File: config.mk
export PLATFORM = sky130hd
export DESIGN_NAME = ro_bank_scheduler_flat
export DESIGN_NICKNAME = d
export VERILOG_FILES = /design/src/rtl/ro_bank_scheduler_if.sv /design/src/rtl/ro_bank_scheduler.sv /design/src/flat_wrapper.sv
export SDC_FILE = /design/constraint.sdc
export NUM_CORES = 1
export LEC_CHECK = 0
export ABC_CLOCK_PERIOD_IN_PS = 3400
export CAP_MARGIN = 40
export CORE_ASPECT_RATIO = 1.5
export CORE_MARGIN = 2
export CORE_UTILIZATION = 45
export CTS_CLUSTER_SIZE = 25
export DETAILED_ROUTE_END_ITERATION = 6
export GPL_TIMING_DRIVEN = 0
export SLEW_MARGIN = 10
export SYNTH_ARGS = -nofsm -noshare
export SYNTH_HDL_FRONTEND = slang
export SYNTH_SLANG_ARGS = --single-unit
File: constraint.sdc
create_clock -name clk -period 3.4 [get_ports clk]
set_clock_uncertainty 0.1 [all_clocks]
set_input_delay 0.51 -clock clk [delete_from_list [all_inputs] [get_ports clk]]
set_output_delay 0.51 -clock clk [all_outputs]
set_load 0.02 [all_outputs]
File: src/rtl/ro_bank_scheduler_if.sv
// Control/result bus for ro_bank_scheduler.
// master: drives start/stop/pattern/dwell, receives busy/results/done.
// slave : the scheduler side of the same signals.
interface ro_bank_scheduler_if #(
    parameter int unsigned NUM_RO = 8,
    parameter int unsigned WIN_W  = 16,
    parameter int unsigned CNT_W  = 16
);
    logic              start;
    logic              stop;
    logic [NUM_RO-1:0] pattern;
    logic [WIN_W-1:0]  dwell;
    logic              busy;
    logic              meas_valid;
    logic [4:0]        meas_idx;
    logic [CNT_W-1:0]  meas_count;
    logic              done;
    logic              aborted;

    modport master (
        output start, stop, pattern, dwell,
        input  busy, meas_valid, meas_idx, meas_count, done, aborted
    );

    modport slave (
        input  start, stop, pattern, dwell,
        output busy, meas_valid, meas_idx, meas_count, done, aborted
    );
endinterface

File: src/rtl/ro_bank_scheduler.sv
// Ring-oscillator bank scheduler: staggered enable of a latched pattern,
// per-oscillator edge counting over a dwell window, ascending result stream,
// then staggered disable in descending order.
// Ports: clk, rst_n (async active-low); bus (slave modport: start/stop/
// pattern/dwell in, busy/meas_*/done/aborted out); ro_in raw oscillator
// outputs (async to clk); ro_en registered per-oscillator enables.
module ro_bank_scheduler #(
    parameter int unsigned NUM_RO      = 8,
    parameter int unsigned STAGGER_CYC = 16,
    parameter int unsigned WIN_W       = 16,
    parameter int unsigned CNT_W       = 16
) (
    input  logic                  clk,
    input  logic                  rst_n,
    ro_bank_scheduler_if.slave    bus,
    input  logic [NUM_RO-1:0]     ro_in,
    output logic [NUM_RO-1:0]     ro_en
);
    localparam int unsigned IDX_W  = 5;
    localparam int unsigned STEP_W = (STAGGER_CYC > 1) ? $clog2(STAGGER_CYC) : 1;
    localparam logic [STEP_W-1:0] STEP_RELOAD = STEP_W'(STAGGER_CYC - 1);

    typedef enum logic [2:0] {
        S_IDLE, S_RAMP_UP, S_MEAS, S_REPORT, S_RAMP_DN, S_FINISH
    } state_t;

    state_t                        r_state, w_state_nxt;
    logic [NUM_RO-1:0]             r_pattern, w_pattern_nxt;
    logic [WIN_W-1:0]              r_dwell, w_dwell_nxt;
    logic                          r_abort, w_abort_nxt;
    logic [NUM_RO-1:0]             r_pend, w_pend_nxt;
    logic [STEP_W-1:0]             r_step, w_step_nxt;
    logic [WIN_W-1:0]              r_win, w_win_nxt;
    logic [NUM_RO-1:0][CNT_W-1:0]  r_cnt, w_cnt_nxt;
    logic [NUM_RO-1:0]             r_ro_en, w_ro_en_nxt;
    logic                          r_busy, w_busy_nxt;
    logic                          r_meas_valid, w_meas_valid_nxt;
    logic [IDX_W-1:0]              r_meas_idx, w_meas_idx_nxt;
    logic [CNT_W-1:0]              r_meas_count, w_meas_count_nxt;
    logic                          r_done, w_done_nxt;
    logic                          r_aborted, w_aborted_nxt;
    logic [NUM_RO-1:0]             r_sync1, r_sync2, r_hist;

    logic [NUM_RO-1:0]             w_edge;
    logic [IDX_W-1:0]              w_pat_lo, w_pend_lo, w_en_hi;
    logic [NUM_RO-1:0]             w_pat_lo_bit, w_pend_lo_bit, w_ro_en_dn;
    logic [CNT_W-1:0]              w_cnt_sel;

    function automatic logic [IDX_W-1:0] lowest_idx(input logic [NUM_RO-1:0] v);
        logic [IDX_W-1:0] idx;
        idx = '0;
        for (int i = int'(NUM_RO) - 1; i >= 0; i--)
            if (v[i]) idx = IDX_W'(i);
        return idx;
    endfunction

    function automatic logic [IDX_W-1:0] highest_idx(input logic [NUM_RO-1:0] v);
        logic [IDX_W-1:0] idx;
        idx = '0;
        for (int i = 0; i < int'(NUM_RO); i++)
            if (v[i]) idx = IDX_W'(i);
        return idx;
    endfunction

    // Two-flop synchronizer plus history flop; edge = new high after low.
    always_ff @(posedge clk or negedge rst_n) begin
        if (!rst_n) begin
            r_sync1 <= '0;
            r_sync2 <= '0;
            r_hist  <= '0;
        end else begin
            r_sync1 <= ro_in;
            r_sync2 <= r_sync1;
            r_hist  <= r_sync2;
        end
    end

    assign w_edge        = r_sync2 & ~r_hist;
    assign w_pat_lo      = lowest_idx(bus.pattern);
    assign w_pend_lo     = lowest_idx(r_pend);
    assign w_en_hi       = highest_idx(r_ro_en);
    assign w_pat_lo_bit  = NUM_RO'(1) << w_pat_lo;
    assign w_pend_lo_bit = NUM_RO'(1) << w_pend_lo;
    // Ramp-down removes the highest currently enabled oscillator.
    assign w_ro_en_dn    = r_ro_en & ~(NUM_RO'(1) << w_en_hi);

    // Count of the oscillator being reported this cycle.
    always_comb begin
        w_cnt_sel = '0;
        for (int i = 0; i < int'(NUM_RO); i++)
            if (IDX_W'(i) == w_pend_lo) w_cnt_sel = r_cnt[i];
    end

    // Next-state and registered-output logic.
    always_comb begin
        w_state_nxt      = r_state;
        w_pattern_nxt    = r_pattern;
        w_dwell_nxt      = r_dwell;
        w_abort_nxt      = r_abort;
        w_pend_nxt       = r_pend;
        w_step_nxt       = r_step;
        w_win_nxt        = r_win;
        w_cnt_nxt        = r_cnt;
        w_ro_en_nxt      = r_ro_en;
        w_busy_nxt       = r_busy;
        w_meas_valid_nxt = 1'b0;
        w_meas_idx_nxt   = r_meas_idx;
        w_meas_count_nxt = r_meas_count;
        w_done_nxt       = 1'b0;
        w_aborted_nxt    = 1'b0;

        unique case (r_state)
            S_IDLE: begin
                if (bus.start) begin
                    w_pattern_nxt = bus.pattern;
                    w_dwell_nxt   = bus.dwell;
                    w_abort_nxt   = 1'b0;
                    w_busy_nxt    = 1'b1;
                    if (bus.pattern != '0) begin
                        w_ro_en_nxt = w_pat_lo_bit;
                        w_pend_nxt  = bus.pattern & ~w_pat_lo_bit;
                        w_step_nxt  = STEP_RELOAD;
                        w_state_nxt = S_RAMP_UP;
                    end else begin
                        w_state_nxt = S_FINISH;
                    end
                end
            end
            S_RAMP_UP: begin
                if (bus.stop) begin
                    w_abort_nxt = 1'b1;
                    w_ro_en_nxt = w_ro_en_dn;
                    w_step_nxt  = STEP_RELOAD;
                    w_state_nxt = S_RAMP_DN;
                end else if (r_step != '0) begin
                    w_step_nxt = r_step - STEP_W'(1);
                end else if (r_pend != '0) begin
                    w_ro_en_nxt = r_ro_en | w_pend_lo_bit;
                    w_pend_nxt  = r_pend & ~w_pend_lo_bit;
                    w_step_nxt  = STEP_RELOAD;
                end else begin
                    // dwell of 0 behaves as a 1-cycle window
                    w_cnt_nxt   = '0;
                    w_win_nxt   = (r_dwell == '0) ? '0 : r_dwell - WIN_W'(1);
                    w_state_nxt = S_MEAS;
                end
            end
            S_MEAS: begin
                if (bus.stop) begin
                    w_abort_nxt = 1'b1;
                    w_ro_en_nxt = w_ro_en_dn;
                    w_step_nxt  = STEP_RELOAD;
                    w_state_nxt = S_RAMP_DN;
                end else begin
                    for (int i = 0; i < int'(NUM_RO); i++)
                        if (r_pattern[i] && w_edge[i] && (r_cnt[i] != '1))
                            w_cnt_nxt[i] = r_cnt[i] + CNT_W'(1);
                    if (r_win == '0) begin
                        w_pend_nxt  = r_pattern;
                        w_state_nxt = S_REPORT;
                    end else begin
                        w_win_nxt = r_win - WIN_W'(1);
                    end
                end
            end
            S_REPORT: begin
                w_meas_valid_nxt = 1'b1;
                w_meas_idx_nxt   = w_pend_lo;
                w_meas_count_nxt = w_cnt_sel;
                w_pend_nxt       = r_pend & ~w_pend_lo_bit;
                if ((r_pend & ~w_pend_lo_bit) == '0) begin
                    w_ro_en_nxt = w_ro_en_dn;
                    w_step_nxt  = STEP_RELOAD;
                    w_state_nxt = S_RAMP_DN;
                end
            end
            S_RAMP_DN: begin
                if (r_step != '0) begin
                    w_step_nxt = r_step - STEP_W'(1);
                end else if (r_ro_en != '0) begin
                    w_ro_en_nxt = w_ro_en_dn;
                    w_step_nxt  = STEP_RELOAD;
                end else begin
                    w_state_nxt = S_FINISH;
                end
            end
            S_FINISH: begin
                w_done_nxt    = 1'b1;
                w_aborted_nxt = r_abort;
                w_busy_nxt    = 1'b0;
                w_state_nxt   = S_IDLE;
            end
            default: w_state_nxt = S_IDLE;
        endcase
    end

    // State and output registers.
    always_ff @(posedge clk or negedge rst_n) begin
        if (!rst_n) begin
            r_state      <= S_IDLE;
            r_pattern    <= '0;
            r_dwell      <= '0;
            r_abort      <= 1'b0;
            r_pend       <= '0;
            r_step       <= '0;
            r_win        <= '0;
            r_cnt        <= '0;
            r_ro_en      <= '0;
            r_busy       <= 1'b0;
            r_meas_valid <= 1'b0;
            r_meas_idx   <= '0;
            r_meas_count <= '0;
            r_done       <= 1'b0;
            r_aborted    <= 1'b0;
        end else begin
            r_state      <= w_state_nxt;
            r_pattern    <= w_pattern_nxt;
            r_dwell      <= w_dwell_nxt;
            r_abort      <= w_abort_nxt;
            r_pend       <= w_pend_nxt;
            r_step       <= w_step_nxt;
            r_win        <= w_win_nxt;
            r_cnt        <= w_cnt_nxt;
            r_ro_en      <= w_ro_en_nxt;
            r_busy       <= w_busy_nxt;
            r_meas_valid <= w_meas_valid_nxt;
            r_meas_idx   <= w_meas_idx_nxt;
            r_meas_count <= w_meas_count_nxt;
            r_done       <= w_done_nxt;
            r_aborted    <= w_aborted_nxt;
        end
    end

    assign ro_en          = r_ro_en;
    assign bus.busy       = r_busy;
    assign bus.meas_valid = r_meas_valid;
    assign bus.meas_idx   = r_meas_idx;
    assign bus.meas_count = r_meas_count;
    assign bus.done       = r_done;
    assign bus.aborted    = r_aborted;
endmodule

File: src/flat_wrapper.sv
// flat-port wrapper written by rule: the top's interface ports become plain ports
module ro_bank_scheduler_flat 
#(
    parameter int unsigned NUM_RO      = 8,
    parameter int unsigned STAGGER_CYC = 16,
    parameter int unsigned WIN_W       = 16,
    parameter int unsigned CNT_W       = 16
)
  (clk, rst_n, ro_in, ro_en, bus_start, bus_stop, bus_pattern, bus_dwell, bus_busy, bus_meas_valid, bus_meas_idx, bus_meas_count, bus_done, bus_aborted);
  ro_bank_scheduler_if #(.NUM_RO(NUM_RO), .WIN_W(WIN_W), .CNT_W(CNT_W)) bus_i ();
  input  logic clk;
  input  logic rst_n;
  input  logic [NUM_RO-1:0] ro_in;
  output logic [NUM_RO-1:0] ro_en;
  input wire logic [$bits(bus_i.start)-1:0] bus_start;
  input wire logic [$bits(bus_i.stop)-1:0] bus_stop;
  input wire logic [$bits(bus_i.pattern)-1:0] bus_pattern;
  input wire logic [$bits(bus_i.dwell)-1:0] bus_dwell;
  output wire logic [$bits(bus_i.busy)-1:0] bus_busy;
  output wire logic [$bits(bus_i.meas_valid)-1:0] bus_meas_valid;
  output wire logic [$bits(bus_i.meas_idx)-1:0] bus_meas_idx;
  output wire logic [$bits(bus_i.meas_count)-1:0] bus_meas_count;
  output wire logic [$bits(bus_i.done)-1:0] bus_done;
  output wire logic [$bits(bus_i.aborted)-1:0] bus_aborted;
  assign bus_i.start = bus_start;
  assign bus_i.stop = bus_stop;
  assign bus_i.pattern = bus_pattern;
  assign bus_i.dwell = bus_dwell;
  assign bus_busy = bus_i.busy;
  assign bus_meas_valid = bus_i.meas_valid;
  assign bus_meas_idx = bus_i.meas_idx;
  assign bus_meas_count = bus_i.meas_count;
  assign bus_done = bus_i.done;
  assign bus_aborted = bus_i.aborted;
  ro_bank_scheduler #(.NUM_RO(NUM_RO), .STAGGER_CYC(STAGGER_CYC), .WIN_W(WIN_W), .CNT_W(CNT_W)) u_core (.clk(clk), .rst_n(rst_n), .bus(bus_i), .ro_in(ro_in), .ro_en(ro_en));
endmodule
==> Word level (Yosys, flattened, before mapping) <==
Cells that the tools add are included.
{ "classes": {"n_addsub": 11, "multipliers": 0, "n_div": 0, "order_cmp": 0, "n_eq_ne": 49, "shift": 3, "muxes": 98, "bitwise": 9, "n_reduce_logical": 47} }
{ "op_table": {"columns": ["op", "n"], "rows": [
  ["128-bit 2-to-1 mux", 4],
  ["16-bit 2-to-1 mux", 22],
  ["128-bit one-hot mux with 2 select lines", 1],
  ["16-bit by 1-bit adder with 16-bit output, second input constant", 8],
  ["8-bit 2-to-1 mux", 16],
  ["16-bit != test, second input constant", 8],
  ["3-bit 2-to-1 mux", 30],
  ["6-bit AND reduction", 9],
  ["8-bit one-hot mux with 5 select lines", 1],
  ["4-bit 2-to-1 mux", 9],
  ["8-bit AND", 4],
  ["16-bit logical NOT", 2],
  ["8-bit inverter", 4],
  ["16-bit one-hot mux with 2 select lines", 1],
  ["8-bit one-hot mux with 4 select lines", 1],
  ["16-bit by 1-bit subtractor with 16-bit output, second input constant", 2],
  ["2-bit by 1-bit != test with 1-bit output, second input constant", 14],
  ["8-bit nonzero test", 3],
  ["1-bit by 3-bit left shift with 8-bit output, first input constant", 3],
  ["4-bit one-hot mux with 5 select lines", 1],
  ["2-bit != test, second input constant", 9],
  ["1-bit logical AND", 16],
  ["3-bit one-hot mux with 5 select lines", 1],
  ["7-bit AND reduction", 2],
  ["other kinds (26)", 46]
]} }
{ "word_totals": {"regBits": 241, "latch_bits": 0, "mem_bits_rw": 0, "mem_bits_ro": 0, "input_bits": 36, "output_inout_bits": 33, "elab_cells": 242, "mem_count": 0} }

==> Depth between registers and ports, before layout <==
{ "depth": {"depth_word": 17, "mapped_depth": 10, "depth_no_buf": 8} }

==> Worst setup path after synthesis <==
No wires, ideal clock.
{ "synth_path": {"kind": "reg-to-reg", "from": "register u_core.r_win[0]", "to": "register u_core.r_pend[4]", "setup_time_ns": 0.129, "t_arrival_ns": 2.452, "t_required_ns": 3.171, "path_slack_ns": 0.719, "stages_incl_launch_ff": 11, "period_less_slack_ns": 2.681, "path_cell_list": "dfrtp_1 > inv_1 > ha_1 > or4b_2 > nor2_1 > a21oi_1 > or3_1 > clkbuf_1 > buf_2 > o21ai_0 > o21ai_0"} }
{ "synth_via": {"elab_chain_len": 3} }
{ "synth_lines": {"columns": ["item", "line_no", "rtl"], "rows": [
  ["start: declaration", "ro_bank_scheduler.sv:33", "logic [WIN_W-1:0] r_win, w_win_nxt;"],
  ["start signal: assignment", "ro_bank_scheduler.sv:222", "r_win <= w_win_nxt;"],
  ["16-bit logical NOT", "ro_bank_scheduler.sv:158", "if (r_win == '0) begin"],
  ["2-bit by 1-bit != test with 1-bit output (no source line)", null, null],
  ["8-bit AND reduction (no source line)", null, null],
  ["end signal: assignment", "ro_bank_scheduler.sv:220", "r_pend <= w_pend_nxt;"],
  ["end: declaration", "ro_bank_scheduler.sv:31", "logic [NUM_RO-1:0] r_pend, w_pend_nxt;"]
]} }
No other way between the ends.
A chain may end at the register's enable or synchronous reset.

==> Worst setup path after layout <==
{ "layout_path": {"from": "register u_core.r_pend[4]", "to": "register u_core.r_meas_count[13] (netlist: u_core.bus.meas_count[13])"} }
{ "layout_via": {"elab_chain_len": 14, "elab_cells_between_ends": 21} }
{ "layout_lines": {"columns": ["item", "line_no", "rtl"], "rows": [
  ["3-bit 2-to-1 mux (*) (5 in a row)", "ro_bank_scheduler.sv:53", "if (v[i]) idx = IDX_W'(i);"],
  ["5-bit logical NOT", "ro_bank_scheduler.sv:91", "if (IDX_W'(i) == w_pend_lo) w_cnt_sel = r_cnt[i];"],
  ["16-bit 2-to-1 mux (7 in a row)", "ro_bank_scheduler.sv:91", null],
  ["16-bit 2-to-1 mux (*)", "ro_bank_scheduler.sv:91", null],
  ["end signal: assignment", "ro_bank_scheduler.sv:228", "r_meas_count <= w_meas_count_nxt;"],
  ["end: declaration", "ro_bank_scheduler.sv:39", "logic [CNT_W-1:0] r_meas_count, w_meas_count_nxt;"]
]} }
Mark *: on every way between the ends. The rest lies on a longest branch, timed or not.

==> metrics.txt <==
outcome complete, no violations; Mapped Cells around 1400; Cells after DPL 1891; DRT Pass-1 Iters 7; Post-Route WL between 40 and 50 mm; r2r worst-path depth 8; WHS Path Cells 0; peak supply drop a little under 0.0005 V; synth unique cells 81; IO Port Bufs between 60 and 70; top cell type by total area after synthesis dfrtp_1; Critical Path RT around 3.8 ns; sw power between 4 and 5 mW; number of synthesis warnings 0; top cells by area, synth dfrtp_1 (45%), xor2_1 (6.0%), nor2_1 (4.8%), o21ai_0 (3.6%), nand2_1 (3.5%); FF+latch count, synth around 240; Crit Path Max Fanout 10; flop-to-flop setup slack 0.10 ns; clock sinks around 240; clock insertion delay at the later pin of the skew report about 0.55 ns; Main synth FF type dfrtp_1; min Tclk post-route approximately 3.3 ns; final net count around 1600; via count between 10000 and 15000; # setup viols final 0; Max Freq ~300 MHz; n_diodes 0; CP startpoint u_core.r_pend[4]; 1st-iter DRT viols 780; post-synthesis sequential area ratio 45.21%; CTS tree built; global-route wire length before repair 64.52 mm; hold_sp u_core.r_sync1[5]; Starting Density 45.91%; Residual DRC 0; total grt overflow 0; switching share of power just under 40%; Non-Filler Instances between 1500 and 2000; met3 Use GR between 2 and 3%; Core ar. a little under 30000 um2; Ports a little under 70; Hold WS 0.2466 ns; hold endpoint u_core.r_sync2[5]; Logic pwr share 38.2%; Hold/Removal Path Class flop to flop; P&R area growth vs syn 16.46%; Worst EP arrival approximately 3.7 ns; max-cap violations 0; met2 usage a little under half; async set-reset flop share out of synthesis 100.0%; clock power share 26.9%; global placement routability congestion 0.9476; gr usage total a little over a quarter; fin util 53.47%; CP Capture Type flop; M1 GR Usage 32.42%; post-route ant nets 0; pin count of the biggest net entering global routing 95; startpoint type of the worst setup path flop; gr busiest metal met2; hpwl dp 30.81 mm; DR WL/cell 21.11 um; Internal around 6.6 mW; worst rel slew slack a little over two fifths; die height 214.0 um; fin crit share between 90% and 100%; initial antenna violation count 0; RSZ-0062 raised after global routing true; Synth Cell Area between 10000 and 15000 um2; DIE AREA just over 30000 um2; number of global-route vias before repair 11460; Reg power frac a little over a third; final hold violation count 0; htree depth 1; CTS Buf Count 26; number of max-slew violations in the final report 0; post-synth top area share about 45%; # rows 76; R2R Path End u_core.bus.meas_count[13]; Worst-Margin Slew 0.8474 ns; Avg Cell Area, Syn a little over 9 um2; RR Startpoint u_core.r_pend[4]; post-DR vias/cell 5.967; Post-synth EDFFs 0; CTS clk-pin slew, worst paths about 0.06 ns; CP Class flop to flop; Power Density 709.0 nW/um2; Root Driver clkbuf_16; maximum root-to-sink buffer count 3; most frequent cell after synthesis dfrtp_1; top cells by count, synth dfrtp_1 (239), nor2_1 (168), nand2_1 (125); share of cells above drive strength 1 about a tenth; Die X approximately 140 um; Leakage between 6 and 7 nW
worst max-delay path by stage:
| stage | endpoint | slack (ns) |
|---|---|---|
| after floorplan | u_core.r_pend[4] | 0.72 |
| after global placement | u_core.r_step[1] | -8.85 |
| after detailed placement | u_core.r_cnt[23] | -0.13 |
| after CTS | u_core.r_cnt[28] | 0.06 |
| after global routing | u_core.bus.meas_count[13] | -0.007 |
| final | u_core.bus.meas_count[13] | 0.10 |
layout make-up:
class	count	area (um2)
Fill cell	2711	13410
Clock inverter	11	132.6
Inverter	33	123.9
Multi-Input combinational cell	1085	6839
Sequential cell	239	5981
Buffer	73	315.3
Tap cell	390	488.0
Clock buffer	33	738.2
Timing Repair Buffer	76	787.0
worst max-delay path, cell delays in order (launching register included):
cell and delay, ns:
dfrtp_1 0.35, clkbuf_1 0.21, or4_1 0.59, o21ai_2 0.45
clkbuf_1 0.54, a21oi_1 0.15, o221ai_1 0.46, a21oi_1 0.18
o21ai_0 0.17
placed cells by master (no fill, tap or decap), types with 14 or more instances in the layout:
cell type,count
dfrtp_1,239
nor2_1,166
nand2_1,125
o21ai_0,96
xor2_1,90
a21oi_1,78
nand3_1,63
clkdlybuf4s50_1,63
nand4_1,46
clkbuf_1,41
mux2_2,34
inv_1,32
xnor2_1,29
buf_2,28
and3_1,27
clkbuf_16,27
nor3_1,25
o22ai_1,21
nor4_1,18
and4_1,18
a22oi_1,16
or3_1,15
a22o_1,15
a31oi_1,14
kinds of logic after synthesis:
group	count (synthesis)	share of synthesized area, %
other	1	0.02835
xor gates and xnor gates	119	7.879
muxes	39	3.292
buffers and inverters	106	3.311
DFF	239	45.21
and+or+nand+nor	574	22.31
adders and majority gates	11	1.040
AOI/OAI and AO/OA	340	16.92
power by group through the flow:
stage / Sequential (mW) / Clock, mW / Combinational, mW
after floorplan: 3.85 / 0 / 2.57
after global placement: 3.85 / 0 / 4.05
after detailed placement: 3.85 / 0 / 4.12
after CTS: 3.80 / 3.00 / 4.14
after global routing: 3.88 / 3.11 / 4.56
final: 3.81 / 2.94 / 4.17
metrics by stage:
stage          setup TNS, ns  cell area [um2]  power, mW  worst slack (ns)
4_1_cts                    0            15360      10.94           0.06192
2_1_floorplan              0            13230      6.428            0.7191
5_1_grt            -0.007216            15400      11.55         -0.007216
3_5_place_dp          -1.024            14470      7.972           -0.1262
3_3_place_gp        -2111.44            14360      7.890            -8.852
6_report                   0            15400      10.92            0.1048
layer usage:
metal | vias to the layer above | wire (um)
met5 | - | 0
met2 | 395 | 20960
met1 | 5644 | 15880
met3 | 110 | 1832
li1 | 5427 | -
met4 | 0 | 2292
repair_timing:
action | 4_1_cts | 5_1_grt
endpoints found under the hold margin | 93 | 0
pin swaps | 0 | 1
buffers inserted | 0 | 4
endpoints found under the setup margin | 17 | 57
hold buffers | 1 | 0
gates resized for setup | 3 | 3
registers in the layout, indices dropped and copies added, names as in the netlist, 3 cells and up:
register / flops
u_core.r_hist: 8
u_core.bus.meas_idx: 3
u_core.r_pattern: 8
u_core.r_sync2: 8
u_core.r_step: 4
u_core.r_dwell: 16
u_core.r_win: 16
u_core.r_state: 3
u_core.bus.meas_count: 16
u_core.r_sync1: 8
u_core.r_cnt: 128
u_core.r_pend: 8
u_core.ro_en: 8
Note: power is estimated with default switching activity, not from simulation.
